$ cat src/rtl/vregfile_stride_mp_if.sv
// Bus bundle for the stride register file: read ports, write port,
// clear request and busy status.
interface vregfile_stride_mp_if #(
    parameter int unsigned WIDTH       = 32,
    parameter int unsigned LOG2NUMREGS = 3,
    parameter int unsigned NUMRPORTS   = 2
);
    logic [NUMRPORTS*LOG2NUMREGS-1:0] a_reg;
    logic [NUMRPORTS-1:0]             a_en;
    logic [NUMRPORTS*WIDTH-1:0]       a_readdataout;
    logic [LOG2NUMREGS-1:0]           c_reg;
    logic [WIDTH-1:0]                 c_writedatain;
    logic                             c_we;
    logic                             clr_req;
    logic                             busy;

    modport master (
        output a_reg, a_en, c_reg, c_writedatain, c_we, clr_req,
        input  a_readdataout, busy
    );

    modport slave (
        input  a_reg, a_en, c_reg, c_writedatain, c_we, clr_req,
        output a_readdataout, busy
    );
endinterface

$ cat src/rtl/vregfile_stride_mp.sv
// Multi-port stride register file with optional write-to-read bypass and a
// clear sequencer that fills every entry with CLEARVAL after reset or on request.
module vregfile_stride_mp #(
    parameter int unsigned      WIDTH       = 32,
    parameter int unsigned      NUMREGS     = 8,
    parameter int unsigned      LOG2NUMREGS = 3,
    parameter int unsigned      NUMRPORTS   = 2,
    parameter bit               BYPASS      = 1'b0,
    parameter logic [WIDTH-1:0] CLEARVAL    = '0
) (
    input logic                 clk,
    input logic                 reset,
    vregfile_stride_mp_if.slave bus
);

    typedef enum logic {IDLE, CLEAR} state_t;

    localparam logic [LOG2NUMREGS:0]   NREGS   = (LOG2NUMREGS+1)'(NUMREGS);
    localparam logic [LOG2NUMREGS-1:0] LASTREG = LOG2NUMREGS'(NUMREGS-1);

    state_t                    r_state;
    state_t                    w_state_nxt;
    logic [LOG2NUMREGS-1:0]    r_clr_cnt;
    logic [LOG2NUMREGS-1:0]    w_clr_cnt_nxt;

    logic                      w_busy;
    logic                      w_rd_en;
    logic                      w_wr_en;
    logic [LOG2NUMREGS-1:0]    w_wr_addr;
    logic [WIDTH-1:0]          w_wr_data;

    logic [WIDTH-1:0]          r_mem [NUMREGS];
    logic [NUMRPORTS*WIDTH-1:0] r_rdout;
    logic [LOG2NUMREGS-1:0]    w_raddr [NUMRPORTS];
    logic [WIDTH-1:0]          w_rdval [NUMRPORTS];

    always_ff @(posedge clk or posedge reset) begin
        if (reset) begin
            r_state   <= CLEAR;
            r_clr_cnt <= '0;
        end else begin
            r_state   <= w_state_nxt;
            r_clr_cnt <= w_clr_cnt_nxt;
        end
    end

    always_comb begin
        w_state_nxt   = r_state;
        w_clr_cnt_nxt = r_clr_cnt;
        unique case (r_state)
            CLEAR: begin
                if (r_clr_cnt == LASTREG) begin
                    w_state_nxt   = IDLE;
                    w_clr_cnt_nxt = '0;
                end else begin
                    w_clr_cnt_nxt = r_clr_cnt + 1'b1;
                end
            end
            IDLE: begin
                if (bus.clr_req) begin
                    w_state_nxt   = CLEAR;
                    w_clr_cnt_nxt = '0;
                end
            end
            default: w_state_nxt = CLEAR;
        endcase
    end

    // The single write port is shared: the sequencer owns it while clearing.
    always_comb begin
        w_busy    = 1'b0;
        w_rd_en   = 1'b0;
        w_wr_en   = 1'b0;
        w_wr_addr = bus.c_reg;
        w_wr_data = bus.c_writedatain;
        if (r_state == CLEAR) begin
            w_busy    = 1'b1;
            w_wr_en   = 1'b1;
            w_wr_addr = r_clr_cnt;
            w_wr_data = CLEARVAL;
        end else begin
            w_rd_en = 1'b1;
            w_wr_en = bus.c_we && ({1'b0, bus.c_reg} < NREGS);
        end
    end

    assign bus.busy = w_busy;

    always_ff @(posedge clk) begin
        if (w_wr_en) begin
            r_mem[w_wr_addr] <= w_wr_data;
        end
    end

    always_comb begin
        for (int unsigned i = 0; i < NUMRPORTS; i++) begin
            w_raddr[i] = bus.a_reg[i*LOG2NUMREGS +: LOG2NUMREGS];
            if ({1'b0, w_raddr[i]} >= NREGS) begin
                w_rdval[i] = CLEARVAL;
            end else if (BYPASS && w_wr_en && (w_wr_addr == w_raddr[i])) begin
                w_rdval[i] = w_wr_data;
            end else begin
                w_rdval[i] = r_mem[w_raddr[i]];
            end
        end
    end

    always_ff @(posedge clk or posedge reset) begin
        if (reset) begin
            r_rdout <= '0;
        end else if (w_rd_en) begin
            for (int unsigned i = 0; i < NUMRPORTS; i++) begin
                if (bus.a_en[i]) begin
                    r_rdout[i*WIDTH +: WIDTH] <= w_rdval[i];
                end
            end
        end
    end

    assign bus.a_readdataout = r_rdout;

endmodule
$ cat src/flat_wrapper.sv
// flat-port wrapper written by rule: the top's interface ports become plain ports
module vregfile_stride_mp_flat 
#(
    parameter int unsigned      WIDTH       = 32,
    parameter int unsigned      NUMREGS     = 8,
    parameter int unsigned      LOG2NUMREGS = 3,
    parameter int unsigned      NUMRPORTS   = 2,
    parameter bit               BYPASS      = 1'b0,
    parameter logic [WIDTH-1:0] CLEARVAL    = '0
)
  (clk, reset, bus_a_reg, bus_a_en, bus_c_reg, bus_c_writedatain, bus_c_we, bus_clr_req, bus_a_readdataout, bus_busy);
  vregfile_stride_mp_if #(.WIDTH(WIDTH), .LOG2NUMREGS(LOG2NUMREGS), .NUMRPORTS(NUMRPORTS)) bus_i ();
  input logic clk;
  input logic reset;
  input wire logic [$bits(bus_i.a_reg)-1:0] bus_a_reg;
  input wire logic [$bits(bus_i.a_en)-1:0] bus_a_en;
  input wire logic [$bits(bus_i.c_reg)-1:0] bus_c_reg;
  input wire logic [$bits(bus_i.c_writedatain)-1:0] bus_c_writedatain;
  input wire logic [$bits(bus_i.c_we)-1:0] bus_c_we;
  input wire logic [$bits(bus_i.clr_req)-1:0] bus_clr_req;
  output wire logic [$bits(bus_i.a_readdataout)-1:0] bus_a_readdataout;
  output wire logic [$bits(bus_i.busy)-1:0] bus_busy;
  assign bus_i.a_reg = bus_a_reg;
  assign bus_i.a_en = bus_a_en;
  assign bus_i.c_reg = bus_c_reg;
  assign bus_i.c_writedatain = bus_c_writedatain;
  assign bus_i.c_we = bus_c_we;
  assign bus_i.clr_req = bus_clr_req;
  assign bus_a_readdataout = bus_i.a_readdataout;
  assign bus_busy = bus_i.busy;
  vregfile_stride_mp #(.WIDTH(WIDTH), .NUMREGS(NUMREGS), .LOG2NUMREGS(LOG2NUMREGS), .NUMRPORTS(NUMRPORTS), .BYPASS(BYPASS), .CLEARVAL(CLEARVAL)) u_core (.clk(clk), .reset(reset), .bus(bus_i));
endmodule
$ cat config.mk
export PLATFORM = sky130hd
export DESIGN_NAME = vregfile_stride_mp_flat
export DESIGN_NICKNAME = d
export VERILOG_FILES = /design/src/rtl/vregfile_stride_mp_if.sv /design/src/rtl/vregfile_stride_mp.sv /design/src/flat_wrapper.sv
export SDC_FILE = /design/constraint.sdc
export NUM_CORES = 1
export LEC_CHECK = 0
export ABC_CLOCK_PERIOD_IN_PS = 4200
export CORE_MARGIN = 10
export CORE_UTILIZATION = 59
export CTS_CLUSTER_DIAMETER = 150
export DETAILED_ROUTE_END_ITERATION = 16
export GPL_TIMING_DRIVEN = 0
export PLACE_DENSITY = 0.8
export SYNTH_ARGS = -nofsm -noshare
export SYNTH_HDL_FRONTEND = slang
export SYNTH_SLANG_ARGS = --single-unit
$ cat constraint.sdc
create_clock -name clk -period 4.2 [get_ports clk]
set_clock_uncertainty 0.2 [all_clocks]
set_input_delay 0.42 -clock clk [delete_from_list [all_inputs] [get_ports clk]]
set_output_delay 0.42 -clock clk [all_outputs]
set_load 0.02 [all_outputs]
Yosys cells after proc, flatten, opt, wreduce, memory -nomap -nowiden
Memory sizes are Yosys's and may differ from the RTL's. A register that Yosys moved wholly into a read port is not among the register bits.
Index checks and enable logic that the tools add are counted.
{ "word_totals": {"in_bits": 47, "mem_count": 1, "regBits": 4, "mem_bits_rw": 256} }
{ "mem_list": {"columns": ["name", "words", "width", "rd", "rd_clocked_by_memory_dff", "wr", "line_no", "source"], "rows": [
  ["u_core.r_mem", 8, 32, 2, 2, 1, "vregfile_stride_mp.sv:32", "logic [WIDTH-1:0] r_mem [NUMREGS];"]
]} }
{ "classes": {"mux": 12, "n_eq_ne": 2, "add_sub_neg": 1, "n_bitwise": 1, "reduce_logical": 2} }
{ "ops": {"columns": ["op", "n"], "rows": [
  ["32-bit two-way mux", 1],
  ["3-bit two-way mux", 3],
  ["1-bit two-way mux", 6],
  ["3-bit one-hot mux with 2 select lines", 1],
  ["2-bit AND reduction", 2],
  ["3-bit by 1-bit adder with 3-bit output (second input constant)", 1],
  ["3-bit equality test (second input constant)", 1],
  ["2-bit inequality test (second input constant)", 1],
  ["1-bit one-hot mux with 2 select lines", 1],
  ["1-bit NOT", 1]
]} }

Depth between registers and ports, before layout
Gate-level depths: netlist (run 1).
{ "logic_depth": {"depth_word": 3, "ltp_mapped": 5, "mapped_depth_nobuf": 4} }

Worst setup path before layout (run 1)
No wires, ideal clock.
{ "synth_path": {"path_kind": "register -> register", "from": "register u_core.r_state", "to": "memory u_core.r_mem[0][0], enable pin", "setup_slack_ps": 923, "synth_period_minus_slack_ps": 3277, "setup_time_ps": 421, "stages_incl_launch_ff": 5, "t_required_ps": 3579, "arrival_time_ps": 2656, "n_path_buf": 2, "cell_sequence": "dfstp_2 > clkbuf_1 > clkbuf_1 > a22oi_1 > nor2_1"} }
{ "synth_via": {"elab_chain_cells": 3} }
{ "synth_lines": {"columns": ["item", "line_no", "source"], "rows": [
  ["start, declared", "vregfile_stride_mp.sv:21", "state_t r_state;"],
  ["start signal, assigned", "vregfile_stride_mp.sv:42", "r_state <= w_state_nxt;"],
  ["1-bit two-way mux", "vregfile_stride_mp.sv:76", "if (r_state == CLEAR) begin"],
  ["1-bit two-way mux", "vregfile_stride_mp.sv:90", "if (w_wr_en) begin"],
  ["1-bit two-way mux (not written as such)", "vregfile_stride_mp.sv:91", "r_mem[w_wr_addr] <= w_wr_data;"],
  ["end, declared", "vregfile_stride_mp.sv:32", null]
]} }
Several ways; a longest one is shown, not always the timed one.

Worst setup path after layout (run 1)
{ "layout_path": {"from": "register u_core.r_state", "to": "memory u_core.r_mem[6][28], enable pin"} }
Same word-level chain as after synthesis.

==> results.tsv, run 1 <==
stage	metric	value	unit
outcome	run status	finished, final reports clean	
worst_setup_path	Worst setup SP type	register	
worst_hold_path	worst min-delay path category	in -> async	
clock_tree	CTS clock-pin slew for the worst setup and hold paths	0.06	ns
sta	Final Critical Period	3.21	ns
cells_and_area	end-of-flow core utilization	0.723	
floorplan	height of the die	179	microns
power	Net Sw Power	4330	uW
floorplan	number of primary I/O pins	112	
cells_and_area	total number of nets in the final design	1189	
synthesis	count of warnings emitted by yosys	0	
worst_setup_path	cells along the critical path	clkbuf_1 -> nor2_1 -> a21boi_0 -> nor2_4 -> buf_16	
worst_setup_path	Worst Reg-to-Reg Cells	5	
worst_setup_path	endpoint class of the critical path	register	
floorplan	DIE AREA	31900	sq um
worst_setup_path	number of stages on the worst setup path	5	
place	routability congestion estimate from global placement	0.831	
sta	worst slew pin tran	1.32	ns
synthesis	Post-Syn Area per Cell	15.0	sq um
synthesis	#FFs+latches synth	324	
sta	Peak Freq	311	MHz
clock_tree	clock tree from TritonCTS	yes	
floorplan	die boundary width	179	microns
power	maximum ir drop on the vdd rail	0.751	mV
synthesis	share of synthesized flip-flops with an asynchronous set or reset	0.210	
routing	antenna viol nets, final	0	
clock_tree	CTS sink count	324	
routing	vias post-DR	10100	
sta	RSZ-0062 raised after global routing	no	
power	cell-internal power	8490	uW
synthesis	area of the mapped netlist	14800	sq um
worst_setup_path	critical path peak fanout	17	
job	number of max-capacitance violations reported	0	
routing	per-cell via count in the routed design	6.76	
grt	global router's overall resource usage	0.273	
sta	number of failing hold endpoints at the final stage	0	
power	leakage power total	0.00664	uW
power	areal power density over the cells	723	nW/um^2
clock_tree	number of buffers added to fix hold violations after cts	0	
cells_and_area	most frequent cells in the layout	256 x edfxtp_1, 128 x mux2i_1, 128 x mux2_2	
sta	period utilisation layout	0.765	
worst_setup_path	buffer and inverter count on the worst path	2	
grt	vias in the first global route	10300	
cells_and_area	commonest non-fill, non-tap cell in the layout	edfxtp_1	
synthesis	distinct cell type count of the synthesized netlist	26	
routing	sum of routed wire length over all layers	44.5	mm
routing	First DRT Iteration DRCs	1074	
grt	first-pass GRT wire length	63.3	mm
clock_tree	number of H-tree branching levels	2	
worst_setup_path	CP Class	reg -> reg	
synthesis	number of enable flip-flop cells after synthesis	256	
place	number of port buffers	109	
synthesis	sequential area share after synthesis	0.633	
synthesis	Syn Nets	1035	
power	combinational cell fraction of total power	0.320	
floorplan	initial core utilization	0.604	
sta	Max-Slew Margin vs Limit	0.112	
clock_tree	Resized Gates After CTS	0	
synthesis	Post-Syn Instances	986	
worst_setup_path	CP max-delay cell	a21boi_0	
power	sw frac	0.338	
place	Detailed Place HPWL	27.2	mm
grt	largest net degree at the start of global routing	45	
grt	initial antenna violation count	0	
sta	max-slew violation count	0	
routing	remaining routing DRC violations	0	
cells_and_area	ratio of cells with drive above 1 in the final layout	0.202	
sta	final setup fails	0	
worst_setup_path	required time of the critical path	4.26	ns
worst_setup_path	CP peak stage delay	1.03	ns
floorplan	Site Rows	57	
clock_tree	setup bufs post-CTS	0	
power	Overall Power	12800	uW
clock_tree	buffer depth of the longest clock path	3	
routing	post-DR wirelength/cell	29.8	microns
clock_tree	total clock buffers created by CTS	34	
clock_tree	clock tree root driver cell	clkbuf_16	
cells_and_area	synthesis-to-layout area growth	19.7	%
power	part of the total power dissipated in sequential elements	0.439	
clock_tree	clock network latency to the later pin of the worst-skew pair	0.52	ns
synthesis	leading register cell type out of synthesis	edfxtp_1	
cells_and_area	Ant. Diodes	0	
worst_setup_path	kind of cell with the highest combined delay on the critical path	compound AO/OA/AOI/OAI gates	
worst_setup_path	Data arrival, critical path	3.27	ns
grt	total global routing overflow	0	
power	proportion of power drawn by the clock network	0.241	
routing	count of TritonRoute iterations in the first routing pass	6	
floorplan	core region area	24500	sq um
## worst paths after layout
path	start	endpoint	slack, ns
max	u_core.r_state$_DFF_PP1_	u_core.r_mem[6][28]$_DFFE_PP_	0.99
min reg2reg	u_core.bus.a_readdataout[39]$_DFFE_PP0P_	u_core.bus.a_readdataout[39]$_DFFE_PP0P_	0.27
max in group asynchronous	reset	u_core.r_state$_DFF_PP1_	3.09
min in group clk	u_core.bus.a_readdataout[39]$_DFFE_PP0P_	u_core.bus.a_readdataout[39]$_DFFE_PP0P_	0.27
min	reset	u_core.bus.a_readdataout[34]$_DFFE_PP0P_	0.04
max reg2reg	u_core.r_state$_DFF_PP1_	u_core.r_mem[6][28]$_DFFE_PP_	0.99
## flip-flops by register name, indices dropped and copies added, names as in the netlist
| register | flops |
|---|---|
| u_core.bus.a_readdataout | 64 |
| u_core.r_state | 1 |
| u_core.r_mem | 256 |
| u_core.r_clr_cnt | 3 |
## synth_stat cells, drive strengths merged, types with 3 or more instances
cell type	number	area, sq um
nor2b	35	219
nand2b	6	37.5
o22ai	64	400
mux2	128	1440
edfxtp	256	7690
mux2i	128	1280
inv	3	11.3
a22o	64	561
nand2	70	263
clkbuf	45	169
o31ai	65	543
buf	28	363
nor2	14	52.6
dfrtp	67	1680
## stage by stage
step	hold slack [ns]	instances	instance area (sq um)	TNS [ns]	setup slack, ns
floorplan	0.290	986	14800	0	0.923
global placement	0.261	1419	16300	-170.59	-0.790
detailed placement	0.267	1428	16600	0	1.03
CTS	0.0573	1490	17700	0	1.01
global route	0.0963	1490	17700	0	0.887
finish	0.0420	1490	17700	0	0.988
## cell type report
class	instances	area (sq um)
sequential	324	9390
timing repair buffer	118	1290
inverter	3	13.8
buffer	73	532
multi-input combinational	586	4950
tap	324	405
clock inverter	12	168
clock buffer	50	985
fill	1572	6790
## metal layers
| metal | wire [microns] | up-vias | track usage |
|---|---|---|---|
| met2 | 21700 | 730 | 0.459 |
| met1 | 16200 | 5019 | 0.331 |
| met4 | 1700 | 0 | 0.126 |
| met5 | 0 | - | 0.00480 |
| li1 | - | 4190 | - |
| met3 | 4830 | 129 | 0.0592 |
## power groups by stage
stage	clock (uW)	combinational, uW	sequential, uW
after global routing	3210	4330	5700
final	3090	4110	5630
after global placement	0	3690	5640
after detailed placement	0	4050	5620
after CTS	3080	4080	5590
after floorplan	0	1890	5840
## cell families after synthesis
group | count (synthesis) | share of synthesized area
multiplexers | 256 | 0.184
AO/OA/AOI/OAI | 202 | 0.106
adder cells (fa/ha/maj) | 2 | 0.00169
buffers and inverters | 76 | 0.0366
flip-flops | 324 | 0.633
AND/OR/NAND/NOR | 126 | 0.0392
(Power assumes the default switching activity.)
==> run 2: changes to the inputs <==
Settings changed: ABC_CLOCK_PERIOD_IN_PS 4200 to 3150.
Clock period 4.2 ns to 3.15 ns, I/O delays scaled along.
==> results.tsv, run 2 (same netlist as run 1, synthesis figures left out) <==
stage	metric	value	unit
outcome	run status	finished, final reports clean	
clock_tree	CTS clock-pin slew for the worst setup and hold paths	0.06	ns
sta	Max-Slew Margin vs Limit	0.221	
routing	First DRT Iteration DRCs	1092	
clock_tree	CTS sink count	324	
worst_setup_path	Data arrival, critical path	3.08	ns
floorplan	die boundary width	179	microns
sta	RSZ-0062 raised after global routing	no	
cells_and_area	commonest non-fill, non-tap cell in the layout	edfxtp_1	
floorplan	number of primary I/O pins	112	
worst_setup_path	endpoint class of the critical path	register	
job	number of max-capacitance violations reported	0	
routing	count of TritonRoute iterations in the first routing pass	6	
floorplan	initial core utilization	0.604	
cells_and_area	synthesis-to-layout area growth	19.7	%
worst_setup_path	Worst setup SP type	register	
grt	largest net degree at the start of global routing	45	
cells_and_area	flip-flop and latch area	9390	sq um
place	Detailed Place HPWL	27.2	mm
clock_tree	clock network latency to the later pin of the worst-skew pair	0.52	ns
grt	first-pass GRT wire length	63.3	mm
sta	final setup fails	0	
routing	antenna viol nets, final	0	
cells_and_area	fill count	1571	
sta	worst slew pin tran	1.17	ns
grt	total global routing overflow	0	
floorplan	core region area	24500	sq um
floorplan	height of the die	179	microns
sta	max-slew violation count	0	
sta	number of failing hold endpoints at the final stage	0	
cells_and_area	most frequent cells in the layout	256 x edfxtp_1, 128 x mux2i_1, 128 x mux2_2	
sta	Final Critical Period	3.06	ns
place	number of port buffers	109	
cells_and_area	end-of-flow core utilization	0.724	
worst_setup_path	CP Class	reg -> reg	
clock_tree	buffer depth of the longest clock path	3	
worst_setup_path	required time of the critical path	3.17	ns
clock_tree	total clock buffers created by CTS	34	
cells_and_area	total area of multi-input combinational cells	4950	sq um
floorplan	DIE AREA	31900	sq um
grt	vias in the first global route	10300	
clock_tree	number of H-tree branching levels	2	
routing	sum of routed wire length over all layers	44.5	mm
grt	global router's overall resource usage	0.273	
sta	period utilisation layout	0.972	
sta	post-route setup slack	0.0889	ns
cells_and_area	total number of nets in the final design	1190	
routing	per-cell via count in the routed design	6.75	
clock_tree	clock tree from TritonCTS	yes	
grt	initial antenna violation count	0	
power	areal power density over the cells	964	nW/um^2
cells_and_area	Ant. Diodes	0	
routing	remaining routing DRC violations	0	
sta	Peak Freq	327	MHz
cells_and_area	ratio of cells with drive above 1 in the final layout	0.201	
cells_and_area	flip-flop count of the largest register after layout	256	
place	routability congestion estimate from global placement	0.831	
place	worst slack at placement	-0.0207	ns
routing	vias post-DR	10100	
worst_hold_path	worst min-delay path category	in -> reg	
power	maximum ir drop on the vdd rail	1.01	mV
cells_and_area	largest reg by FF count	u_core.r_mem	
clock_tree	clock tree root driver cell	clkbuf_16	
worst_setup_path	critical path peak fanout	17	
floorplan	Site Rows	57	
power	leakage power total	0.00665	uW
routing	post-DR wirelength/cell	29.8	microns
## run 2: metrics by stage
| step | instance area [sq um] | hold slack (ns) | setup TNS, ns | cells | power, uW |
|---|---|---|---|---|---|
| floorplan | 14800 | 0.201 | -8.15 | 986 | 10300 |
| global route | 17800 | 0.235 | 0 | 1491 | 17700 |
| finish | 17800 | 0.213 | 0 | 1491 | 17100 |
| global placement | 16300 | 0.261 | -495.21 | 1419 | 12400 |
| CTS | 17800 | 0.213 | 0 | 1491 | 17000 |
| detailed placement | 16600 | 0.267 | -0.686 | 1428 | 12900 |
## run 2: report_power, final
part           switching [uW]  leakage, uW  internal [uW]
Sequential                837      0.00325           6660
Clock                    1620     0.000555           2510
Combinational            3330      0.00284           2150
Total                    5790      0.00665          11300
## run 2: cell type report
type / instances / share of cell area
Inverter: 3 / 0.000775
Timing Repair Buffer: 119 / 0.0734
Multi-Input combinational cell: 586 / 0.279
Clock buffer: 50 / 0.0555
Tap cell: 324 / 0.0228
Buffer: 73 / 0.0300
Clock inverter: 12 / 0.00945
Sequential cell: 324 / 0.529
## run 2: repair_timing
action,CTS,global route
endpoints found under the hold margin,24,0
resized for setup,1,0
setup buffers,0,0
endpoints found under the setup margin,56,0
hold buffers,1,0
## run 2: critical path: stages (launching register included)
cell and delay, ns:
dfstp_2 0.62, clkbuf_1 0.62, a32oi_1 0.38, nor2_4 0.67
buf_16 0.25
## run 2: per-layer routing
layer	wire length, microns	track usage	vias up
li1	-	-	4184
met3	4640	0.0592	152
met4	1860	0.126	0
met2	21500	0.459	718
met1	16500	0.332	5005
met5	0	0.00480	-
## run 2: path summary, 6_finish.rpt
kind	from	depth (start not counted)	slack, ns	endpoint
min in group asynchronous	reset	3	0.50	u_core.bus.a_readdataout[34]$_DFFE_PP0P_
setup reg to reg	u_core.r_state$_DFF_PP1_	4	0.09	u_core.r_mem[6][2]$_DFFE_PP_
hold / removal	bus_clr_req	2	0.21	u_core.r_clr_cnt[1]$_DFFE_PP0P_
setup / recovery	u_core.r_state$_DFF_PP1_	4	0.09	u_core.r_mem[6][2]$_DFFE_PP_
max in group asynchronous	reset	4	1.59	u_core.r_state$_DFF_PP1_
hold reg to reg	u_core.bus.a_readdataout[39]$_DFFE_PP0P_	2	0.27	u_core.bus.a_readdataout[39]$_DFFE_PP0P_
==> run 3: changes to the inputs <==
Settings changed: REMOVE_ABC_BUFFERS from default to 1.
==> results.tsv, run 3 (same netlist as run 1, synthesis figures left out) <==
stage	metric	value	unit
grt	fraction of met3 tracks used by global routing	0.0410	
outcome	run status	finished, final reports clean	
clock_tree	number of H-tree branching levels	2	
cells_and_area	largest reg by FF count	u_core.r_mem	
cells_and_area	Final Non-Filler Cells	1428	
grt	most congested layer reported by global routing	met2	
floorplan	number of primary I/O pins	112	
grt	initial antenna violation count	0	
cells_and_area	most frequent cells in the layout	256 x edfxtp_1, 128 x mux2i_1, 128 x mux2_2	
worst_setup_path	Worst setup SP type	register	
clock_tree	buffer depth of the longest clock path	3	
clock_tree	clock tree root driver cell	clkbuf_16	
grt	first-pass GRT wire length	54.7	mm
cells_and_area	fill count	1564	
worst_setup_path	FF-to-FF setup slack	0.11	ns
cells_and_area	Ant. Diodes	0	
floorplan	Site Rows	57	
power	maximum ir drop on the vdd rail	1.01	mV
floorplan	core region area	24500	sq um
worst_setup_path	required time of the critical path	3.20	ns
floorplan	die boundary width	179	microns
cells_and_area	ratio of cells with drive above 1 in the final layout	0.210	
cells_and_area	flip-flop and latch area	9390	sq um
floorplan	height of the die	179	microns
sta	max-slew violation count	0	
worst_hold_path	worst min-delay path category	in -> async	
routing	antenna viol nets, final	0	
cells_and_area	total area of multi-input combinational cells	5010	sq um
grt	total global routing overflow	0	
grt	global-route met1 utilization	0.280	
power	sw frac	0.327	
routing	remaining routing DRC violations	0	
job	number of max-capacitance violations reported	0	
sta	final setup fails	0	
cells_and_area	end-of-flow core utilization	0.714	
sta	Max-Slew Margin vs Limit	0.327	
worst_setup_path	startpoint of the most critical register-to-register path	u_core.r_state$_DFF_PP1_	
power	part of the total power dissipated in sequential elements	0.450	
routing	sum of routed wire length over all layers	36.4	mm
worst_setup_path	Data arrival, critical path	3.09	ns
cells_and_area	synthesis-to-layout area growth	18.2	%
routing	First DRT Iteration DRCs	811	
sta	RSZ-0062 raised after global routing	no	
routing	count of TritonRoute iterations in the first routing pass	6	
cells_and_area	total number of nets in the final design	1127	
clock_tree	CTS clock-pin slew for the worst setup and hold paths	0.06	ns
floorplan	DIE AREA	31900	sq um
place	routability congestion estimate from global placement	0.785	
cells_and_area	flip-flop count of the largest register after layout	256	
clock_tree	CTS sink count	324	
place	dpl cells	1365	
sta	worst slew pin tran	1.01	ns
grt	largest net degree at the start of global routing	69	
cells_and_area	commonest non-fill, non-tap cell in the layout	edfxtp_1	
worst_setup_path	Worst Reg-to-Reg Cells	4	
power	cell-internal power	11300	uW
power	leakage power total	0.00657	uW
grt	vias in the first global route	9705	
power	Net Sw Power	5490	uW
clock_tree	clock tree from TritonCTS	yes	
routing	vias post-DR	9190	
place	number of port buffers	111	
sta	Final Critical Period	3.04	ns
sta	period utilisation layout	0.965	
worst_setup_path	CP Class	reg -> reg	
grt	global router's overall resource usage	0.227	
routing	post-DR wirelength/cell	25.5	microns
worst_setup_path	endpoint class of the critical path	register	
power	proportion of power drawn by the clock network	0.245	
worst_setup_path	critical path peak fanout	51	
sta	Peak Freq	329	MHz
power	areal power density over the cells	958	nW/um^2
routing	per-cell via count in the routed design	6.44	
worst_setup_path	critical register-to-register path endpoint	u_core.r_mem[5][20]$_DFFE_PP_	
floorplan	initial core utilization	0.604	
place	Detailed Place HPWL	20.7	mm
sta	number of failing hold endpoints at the final stage	0	
power	combinational cell fraction of total power	0.305	
clock_tree	total clock buffers created by CTS	35	
clock_tree	clock network latency to the later pin of the worst-skew pair	0.51	ns
grt	met2 Resource Use GR	0.388	
run 3: worst max path at each step:
stage	endpoint	slack (ns)	cells after the start	start
2_1_floorplan	u_core.r_mem[0][0]$_DFFE_PP_	-0.14	3	u_core.r_state$_DFF_PP1_
3_3_place_gp	u_core.bus.a_readdataout[53]$_DFFE_PP0P_	-4.12	4	bus_a_reg[3]
3_5_place_dp	u_core.r_mem[4][20]$_DFFE_PP_	-0.56	4	u_core.r_state$_DFF_PP1_
4_1_cts	u_core.r_mem[5][20]$_DFFE_PP_	0.14	4	u_core.r_state$_DFF_PP1_
5_1_grt	u_core.r_mem[5][20]$_DFFE_PP_	0.01	4	u_core.r_state$_DFF_PP1_
6_report	u_core.r_mem[5][20]$_DFFE_PP_	0.11	4	u_core.r_state$_DFF_PP1_
run 3: timing repair:
item / in CTS / in global routing
setup endpoints to repair: 234 / 0
setup buffers: 0 / 0
hold buffers: 0 / 0
resized for setup: 2 / 0
run 3: cell type report:
cell class | count | area share
repair buffers | 128 | 0.0873
inverters | 3 | 0.000786
clock inverters | 15 | 0.00871
multi-input cells | 586 | 0.286
clock buffers | 48 | 0.0581
well taps | 324 | 0.0231
flip-flops and latches | 324 | 0.536
run 3: power by group through the flow:
| stage | Clock, uW | Sequential [uW] | Combinational (uW) |
|---|---|---|---|
| after floorplan | 0 | 7840 | 2320 |
| after global placement | 0 | 7610 | 4700 |
| after detailed placement | 0 | 7600 | 5120 |
| after CTS | 4140 | 7540 | 5140 |
| after global routing | 4330 | 7700 | 5480 |
| final | 4110 | 7560 | 5110 |
run 3: metrics by stage:
step                      instance area (sq um)  power (uW)  TNS [ns]  worst slack [ns]  hold WS, ns
after floorplan                           14300       10200    -26.40            -0.143        0.201
after global placement                    15800       12300   -834.33             -4.12        0.261
after detailed placement                  16300       12700    -73.31            -0.561        0.268
after CTS                                 17500       16800         0             0.136       0.0390
after global routing                      17500       17500         0            0.0126       0.0827
final                                     17500       16800         0             0.110       0.0265
run 3: critical path, cell delays in order, from the launching register on:
cell     delay [ns]
dfstp_4        1.04
and3b_1        0.25
a21oi_1        0.68
nor2_4         0.32
buf_16         0.27
run 3: layer usage:
| layer | share of wire | wire (microns) | up-vias |
|---|---|---|---|
| met2 | 0.50 | 18100 | 405 |
| met1 | 0.40 | 14500 | 4639 |
| li1 | - | - | 4060 |
| met5 | 0 | 0 | - |
| met4 | 0.028 | 1010 | 0 |
| met3 | 0.075 | 2740 | 86 |
